--- src/rtl/ysyx_icache.sv ---
// Direct-mapped, blocking instruction cache with word-at-a-time refill over a
// simple AR/R bus, redirect (flush) and fence.i handling, and hit/miss counters.

module ysyx_icache_line #(
  parameter int TAG_W      = 24,
  parameter int DATA_W     = 32,
  parameter int LINE_WORDS = 4,
  parameter int K_W        = 2
) (
  input  logic                                 clk,
  input  logic                                 rst,
  input  logic                                 inv_all,
  input  logic                                 wr_en,
  input  logic [K_W-1:0]                       wr_word,
  input  logic [DATA_W-1:0]                    wr_data,
  input  logic                                 set_en,
  input  logic [TAG_W-1:0]                     set_tag,
  output logic                                 vld,
  output logic [TAG_W-1:0]                     tag,
  output logic [LINE_WORDS-1:0][DATA_W-1:0]    data
);
  // Invalidate beats install so a fence never leaves a stale line behind.
  always_ff @(posedge clk) begin
    if (!rst)         vld <= 1'b0;
    else if (inv_all) vld <= 1'b0;
    else if (set_en)  vld <= 1'b1;
  end

  always_ff @(posedge clk) begin
    if (set_en) tag <= set_tag;
  end

  for (genvar w = 0; w < LINE_WORDS; w++) begin : g_word
    always_ff @(posedge clk) begin
      if (wr_en && wr_word == K_W'(w)) data[w] <= wr_data;
    end
  end
endmodule

module ysyx_icache #(
  parameter int ADDR_W     = 32,
  parameter int DATA_W     = 32,
  parameter int SETS       = 16,
  parameter int LINE_WORDS = 4,
  parameter int CNT_W      = 32
) (
  input  logic              clk,
  input  logic              rst,
  input  logic              req_valid,
  output logic              req_ready,
  input  logic [ADDR_W-1:0] req_addr,
  output logic              resp_valid,
  input  logic              resp_ready,
  output logic [DATA_W-1:0] resp_inst,
  output logic [ADDR_W-1:0] resp_pc,
  input  logic              flush,
  input  logic              fence_i,
  output logic [ADDR_W-1:0] bus_araddr,
  output logic              bus_arvalid,
  input  logic              bus_arready,
  input  logic [DATA_W-1:0] bus_rdata,
  input  logic              bus_rvalid,
  output logic [CNT_W-1:0]  hit_cnt,
  output logic [CNT_W-1:0]  miss_cnt
);
  localparam int OFF_B = $clog2(LINE_WORDS);
  localparam int IDX_W = $clog2(SETS);
  localparam int K_W   = (OFF_B > 0) ? OFF_B : 1;
  localparam int TAG_W = ADDR_W - 2 - OFF_B - IDX_W;
  localparam logic [K_W-1:0] LAST = K_W'(LINE_WORDS - 1);

  typedef enum logic [2:0] {IDLE, LOOKUP, REFILL_AR, REFILL_R, RESP} state_t;

  typedef struct packed {
    logic              en;
    logic [K_W-1:0]    word;
    logic [DATA_W-1:0] data;
  } fill_t;

  state_t            state;
  logic [K_W-1:0]    k;
  logic [DATA_W-1:0] resp_buf;
  logic              flush_pend, fence_pend;

  logic [SETS-1:0]                             line_vld;
  logic [SETS-1:0][TAG_W-1:0]                  line_tag;
  logic [SETS-1:0][LINE_WORDS-1:0][DATA_W-1:0] line_data;

  logic [K_W-1:0]    off;
  logic [IDX_W-1:0]  idx;
  logic [TAG_W-1:0]  tag_q;
  logic [ADDR_W-1:0] line_base;
  logic              hit, inv_all, install;
  fill_t             fill;

  // All lookup/refill addressing derives from the registered PC.
  assign off       = K_W'((resp_pc >> 2) & ADDR_W'(LINE_WORDS - 1));
  assign idx       = IDX_W'(resp_pc >> (2 + OFF_B));
  assign tag_q     = TAG_W'(resp_pc >> (2 + OFF_B + IDX_W));
  assign line_base = resp_pc & ~ADDR_W'(LINE_WORDS * 4 - 1);
  assign hit       = line_vld[idx] && (line_tag[idx] == tag_q);

  assign fill.en   = (state == REFILL_R) && bus_rvalid;
  assign fill.word = k;
  assign fill.data = bus_rdata;
  assign install   = fill.en && (k == LAST);
  assign inv_all   = (state == IDLE) && (fence_i || fence_pend);

  for (genvar s = 0; s < SETS; s++) begin : g_set
    ysyx_icache_line #(
      .TAG_W(TAG_W), .DATA_W(DATA_W), .LINE_WORDS(LINE_WORDS), .K_W(K_W)
    ) u_line (
      .clk    (clk),
      .rst    (rst),
      .inv_all(inv_all),
      .wr_en  (fill.en && idx == IDX_W'(s)),
      .wr_word(fill.word),
      .wr_data(fill.data),
      .set_en (install && idx == IDX_W'(s)),
      .set_tag(tag_q),
      .vld    (line_vld[s]),
      .tag    (line_tag[s]),
      .data   (line_data[s])
    );
  end

  assign req_ready   = (state == IDLE) && !fence_i && !fence_pend;
  assign resp_valid  = !flush && (((state == LOOKUP) && hit) || (state == RESP));
  assign bus_arvalid = (state == REFILL_AR);
  assign bus_araddr  = bus_arvalid ? line_base + (ADDR_W'(k) << 2) : '0;

  always_comb begin
    resp_inst = '0;
    case (state)
      LOOKUP:  resp_inst = line_data[idx][off];
      RESP:    resp_inst = resp_buf;
      default: resp_inst = '0;
    endcase
  end

  always_ff @(posedge clk) begin
    if (!rst) begin
      state      <= IDLE;
      k          <= '0;
      resp_buf   <= '0;
      resp_pc    <= '0;
      flush_pend <= 1'b0;
      fence_pend <= 1'b0;
      hit_cnt    <= '0;
      miss_cnt   <= '0;
    end else begin
      if (inv_all)      fence_pend <= 1'b0;
      else if (fence_i) fence_pend <= 1'b1;

      // A redirect during refill is remembered; the line still gets installed.
      if (flush && (state == REFILL_AR || state == REFILL_R)) flush_pend <= 1'b1;

      case (state)
        IDLE: begin
          if (req_valid && req_ready) begin
            resp_pc <= req_addr;
            state   <= LOOKUP;
          end
        end
        LOOKUP: begin
          if (flush) begin
            state <= IDLE;
          end else if (hit) begin
            if (resp_ready) begin
              state   <= IDLE;
              hit_cnt <= hit_cnt + CNT_W'(1);
            end
          end else begin
            state    <= REFILL_AR;
            k        <= '0;
            resp_buf <= '0;
            miss_cnt <= miss_cnt + CNT_W'(1);
          end
        end
        REFILL_AR: begin
          if (bus_arready) state <= REFILL_R;
        end
        REFILL_R: begin
          if (bus_rvalid) begin
            if (k == off) resp_buf <= bus_rdata;
            if (k != LAST) begin
              k     <= k + K_W'(1);
              state <= REFILL_AR;
            end else begin
              flush_pend <= 1'b0;
              state      <= (flush || flush_pend) ? IDLE : RESP;
            end
          end
        end
        RESP: begin
          if (flush || resp_ready) state <= IDLE;
        end
        default: state <= IDLE;
      endcase
    end
  end
endmodule

--- config.mk ---
export PLATFORM = sky130hd
export DESIGN_NAME = ysyx_icache
export DESIGN_NICKNAME = d
export VERILOG_FILES = /design/src/rtl/ysyx_icache.sv
export SDC_FILE = /design/constraint.sdc
export NUM_CORES = 2
export LEC_CHECK = 0
export ABC_AREA = 1
export CAP_MARGIN = 20
export CORE_MARGIN = 2
export CORE_UTILIZATION = 45
export DETAILED_ROUTE_END_ITERATION = 6
export DONT_BUFFER_PORTS = 1
export GPL_TIMING_DRIVEN = 0
export HOLD_SLACK_MARGIN = 0.03
export PLACE_DENSITY_LB_ADDON = 0.15
export SYNTH_ARGS = -nofsm -noshare
export SYNTH_HDL_FRONTEND = slang
export SYNTH_SLANG_ARGS = --single-unit
export TNS_END_PERCENT = 10
--- constraint.sdc ---
create_clock -name clk -period 3.75 [get_ports clk]
set_input_delay 0.375 -clock clk [delete_from_list [all_inputs] [get_ports clk]]
set_output_delay 0.375 -clock clk [all_outputs]
set_load 0.02 [all_outputs]
==> metrics <==
status complete, but fails checks; failing checks DRC, setup timing; Setup violations, final 364; worst min path class input pin to flop; IO buf count 0; Vias 72.03k; WL final 434,300 um; Reg clk slew, reported paths 50 ps; startpoint types flop; placed wire-length estimate 290,000 um; Main synth FF type edfxtp_1; H-tree depth 5; number of synthesized flops with an enable pin 2,432; # Max-Cap Violations 0; Worst Path Arrival 4240 ps; Fill cells 17.09k; Yosys reg bits 2,583; total power 77,010 uW; layout cell share with drive strength beyond 1 21.56%; DIE AREA 0.2236 mm^2; area grow syn2layout 26.33%; Iteration-0 DRC Markers 12.51k; Final Hold Slack 73.93 ps; Syn Inst Count 7,102; YS warnings 0; CTS tree built; Seq/Total Area, Yosys 76.88%; measured slew at the worst slew-check pin 1175 ps; Highest Clock Rate 216.9 MHz; peak supply drop 0.5723 mV; Crit path required time 3380 ps; asr flop ratio synth 0%; core area 0.2191 mm^2; Die Ht 472.9 um; Distinct cells, synth 47; leakage power 0.04121 uW; GPL Wtd Cong 0.9509; Initial Util 45.15%; first-pass GRT wire length 568,800 um; Routed Antenna Nets 0; Synth top area share 73.82%; drt drc 24; Final Skew 73.94 ps; worst setup path class flop to output port; vias per inst 6.617; root buf cell clkbuf_16; final setup margin -861.0 ps; Tot GR Track Use 37.71%; Sink Count 2,583; period utilization 123.0%; post-place setup slack -3214 ps; initial antenna violation count 17; Slew Limit Headroom 21.67%; worst skew pair latency 960 ps; 1st-pass router iterations 7; Net count, final 7,881; routed length per instance 39.89 um; Multi-input gate area 0.02479 mm^2; Final min period 4611 ps; Hold Vio Cnt, Final 0; cell taking the most area after synthesis edfxtp_1; setup repair after global routing missed its margin true; power per cell area 616.2 mW/mm^2; Final Max Slew Viols 0; largest net degree at the start of global routing 66; total grt overflow 0; clk buf depth 4; vias in the first global route 65.65k; top post-synthesis cells by area edfxtp_1 (74%), a22oi_1 (7.3%), nand2_1 (5.8%); I/O Pins 235; syn_area_per_cell 13.93 um^2; row count 172; CTS Buf Count 286; Sequential Area 0.07607 mm^2; Worst Path Max Fanout 10; crit end category output port; Final TNS setup -53,130 ps; post-synthesis cell area 0.09892 mm^2; die width 472.9 um
==> final timing paths <==
check,end,startpoint,slack (ps),cells past startpoint
max,resp_inst[25],resp_pc[6],-860,10
min,resp_pc[0],req_valid,70,4
min reg2reg,g_set[12].u_line.vld,g_set[12].u_line.vld,470,2
max reg2reg,g_set[13].u_line.data[67],resp_pc[4],-310,13
==> sequential cells by signal, indices dropped and copies added (netlist names) <==
| register | cells |
|---|---|
| resp_buf | 32 |
| g_set.u_line.tag | 384 |
| miss_cnt | 32 |
| resp_pc | 32 |
| hit_cnt | 32 |
| state | 3 |
| fence_pend | 1 |
| g_set.u_line.vld | 16 |
| k | 2 |
| flush_pend | 1 |
| g_set.u_line.data | 2048 |
==> cell usage after synthesis (32+ instances only) <==
cell type and count:
nor2_1 304, a31oi_1 50, edfxtp_1 2432, o21ai_0 99, a21oi_1 565, nand3_1 100, a22oi_1 960, buf_2 72
nand2_1 1540, inv_1 136, nor3_1 68, nor4_1 51, clkbuf_1 275, dfxtp_1 151, buf_1 74, o41ai_1 32
==> worst max-delay path, stage by stage (launching register included) <==
cell             delay (ps)
dfxtp_4                 400
nand2_4                 270
clkdlybuf4s15_1         870
a21oi_2                  90
nor4_4                  610
nand2_4                 250
o41ai_2                 110
buf_4                   210
a21oi_2                  80
o31ai_4                 150
nand2_4                 190
==> where the power goes <==
group	internal, uW	switching [uW]
Sequential	31900	529
Clock	15400	11400
Combinational	5610	12200
==> cells in the final DEF (no fill, tap or decap), drive strengths merged, types with 2 or more instances in the layout <==
| cell | count |
|---|---|
| o21a | 2 |
| xnor2 | 6 |
| edfxtp | 2432 |
| nor2 | 308 |
| a22oi | 960 |
| nand3 | 101 |
| or2 | 21 |
| a21o | 4 |
| nand2 | 1541 |
| clkinvlp | 6 |
| a21oi | 565 |
| a31oi | 50 |
| o21bai | 4 |
| clkbuf | 599 |
| dfxtp | 151 |
| clkinv | 95 |
| diode | 14 |
| o211ai | 4 |
| o41ai | 32 |
| inv | 143 |
| nor4b | 6 |
| nor4 | 51 |
| dlygate4sd3 | 71 |
| o21ai | 117 |
| a211oi | 15 |
| o31ai | 3 |
| nor3 | 69 |
| and3 | 4 |
| ha | 6 |
| xor2 | 23 |
| a221oi | 14 |
| clkdlybuf4s15 | 2 |
| nand4 | 25 |
| a22o | 5 |
| conb | 2 |
| bufinv | 14 |
| buf | 546 |
==> cell families (layout without fill, tap and decap cells) <==
logic type      after synthesis  after routing  synth area share (%)
compound gates             1777           1777                 11.78
fa+ha+maj                     6              6               0.07589
other cells                   1             16              0.003791
buf+inv                     580           1478                 2.412
simple gates               2126           2126                 8.596
xor+xnor                     29             29                0.2568
flops                      2583           2583                 76.88
==> layout make-up <==
type	count	area share, %
clock inverter	117	0.7148
timing repair buffer	414	5.510
multi-input combinational	3940	19.83
buffer	437	3.544
inverter	141	0.4485
sequential	2583	60.87
antenna	14	0.02803
clock buffer	369	6.180
tap	2871	2.874
==> per-stage QoR <==
stage                     util, %  std cells  cell area, um^2
after floorplan                 -       7103            98930
after global routing        57.04      10880           125000
final                       57.05      10890           125000
after detailed placement    48.80      10160           106900
after CTS                   55.78      10800           122200
after global placement      46.80       9974           102500
==> per-layer routing <==
| metal | vias to the layer above | global-route usage [%] | share of wire, % |
|---|---|---|---|
| li1 | 28300 | - | - |
| met3 | 1538 | 11.93 | 15 |
| met2 | 6167 | 54.95 | 43 |
| met4 | 10 | 25.85 | 8.6 |
| met1 | 36020 | 48.13 | 34 |
| met5 | - | 0 | 0.020 |
==> repair_timing <==
item	in CTS	in global routing
pin swaps	113	202
cloned	5	10
setup buffers	44	60
resized for setup	1241	504
endpoints found under the hold margin	2135	0
setup endpoints to repair	2582	749
hold buffers	103	0
Power figures use the tool's default switching activity.
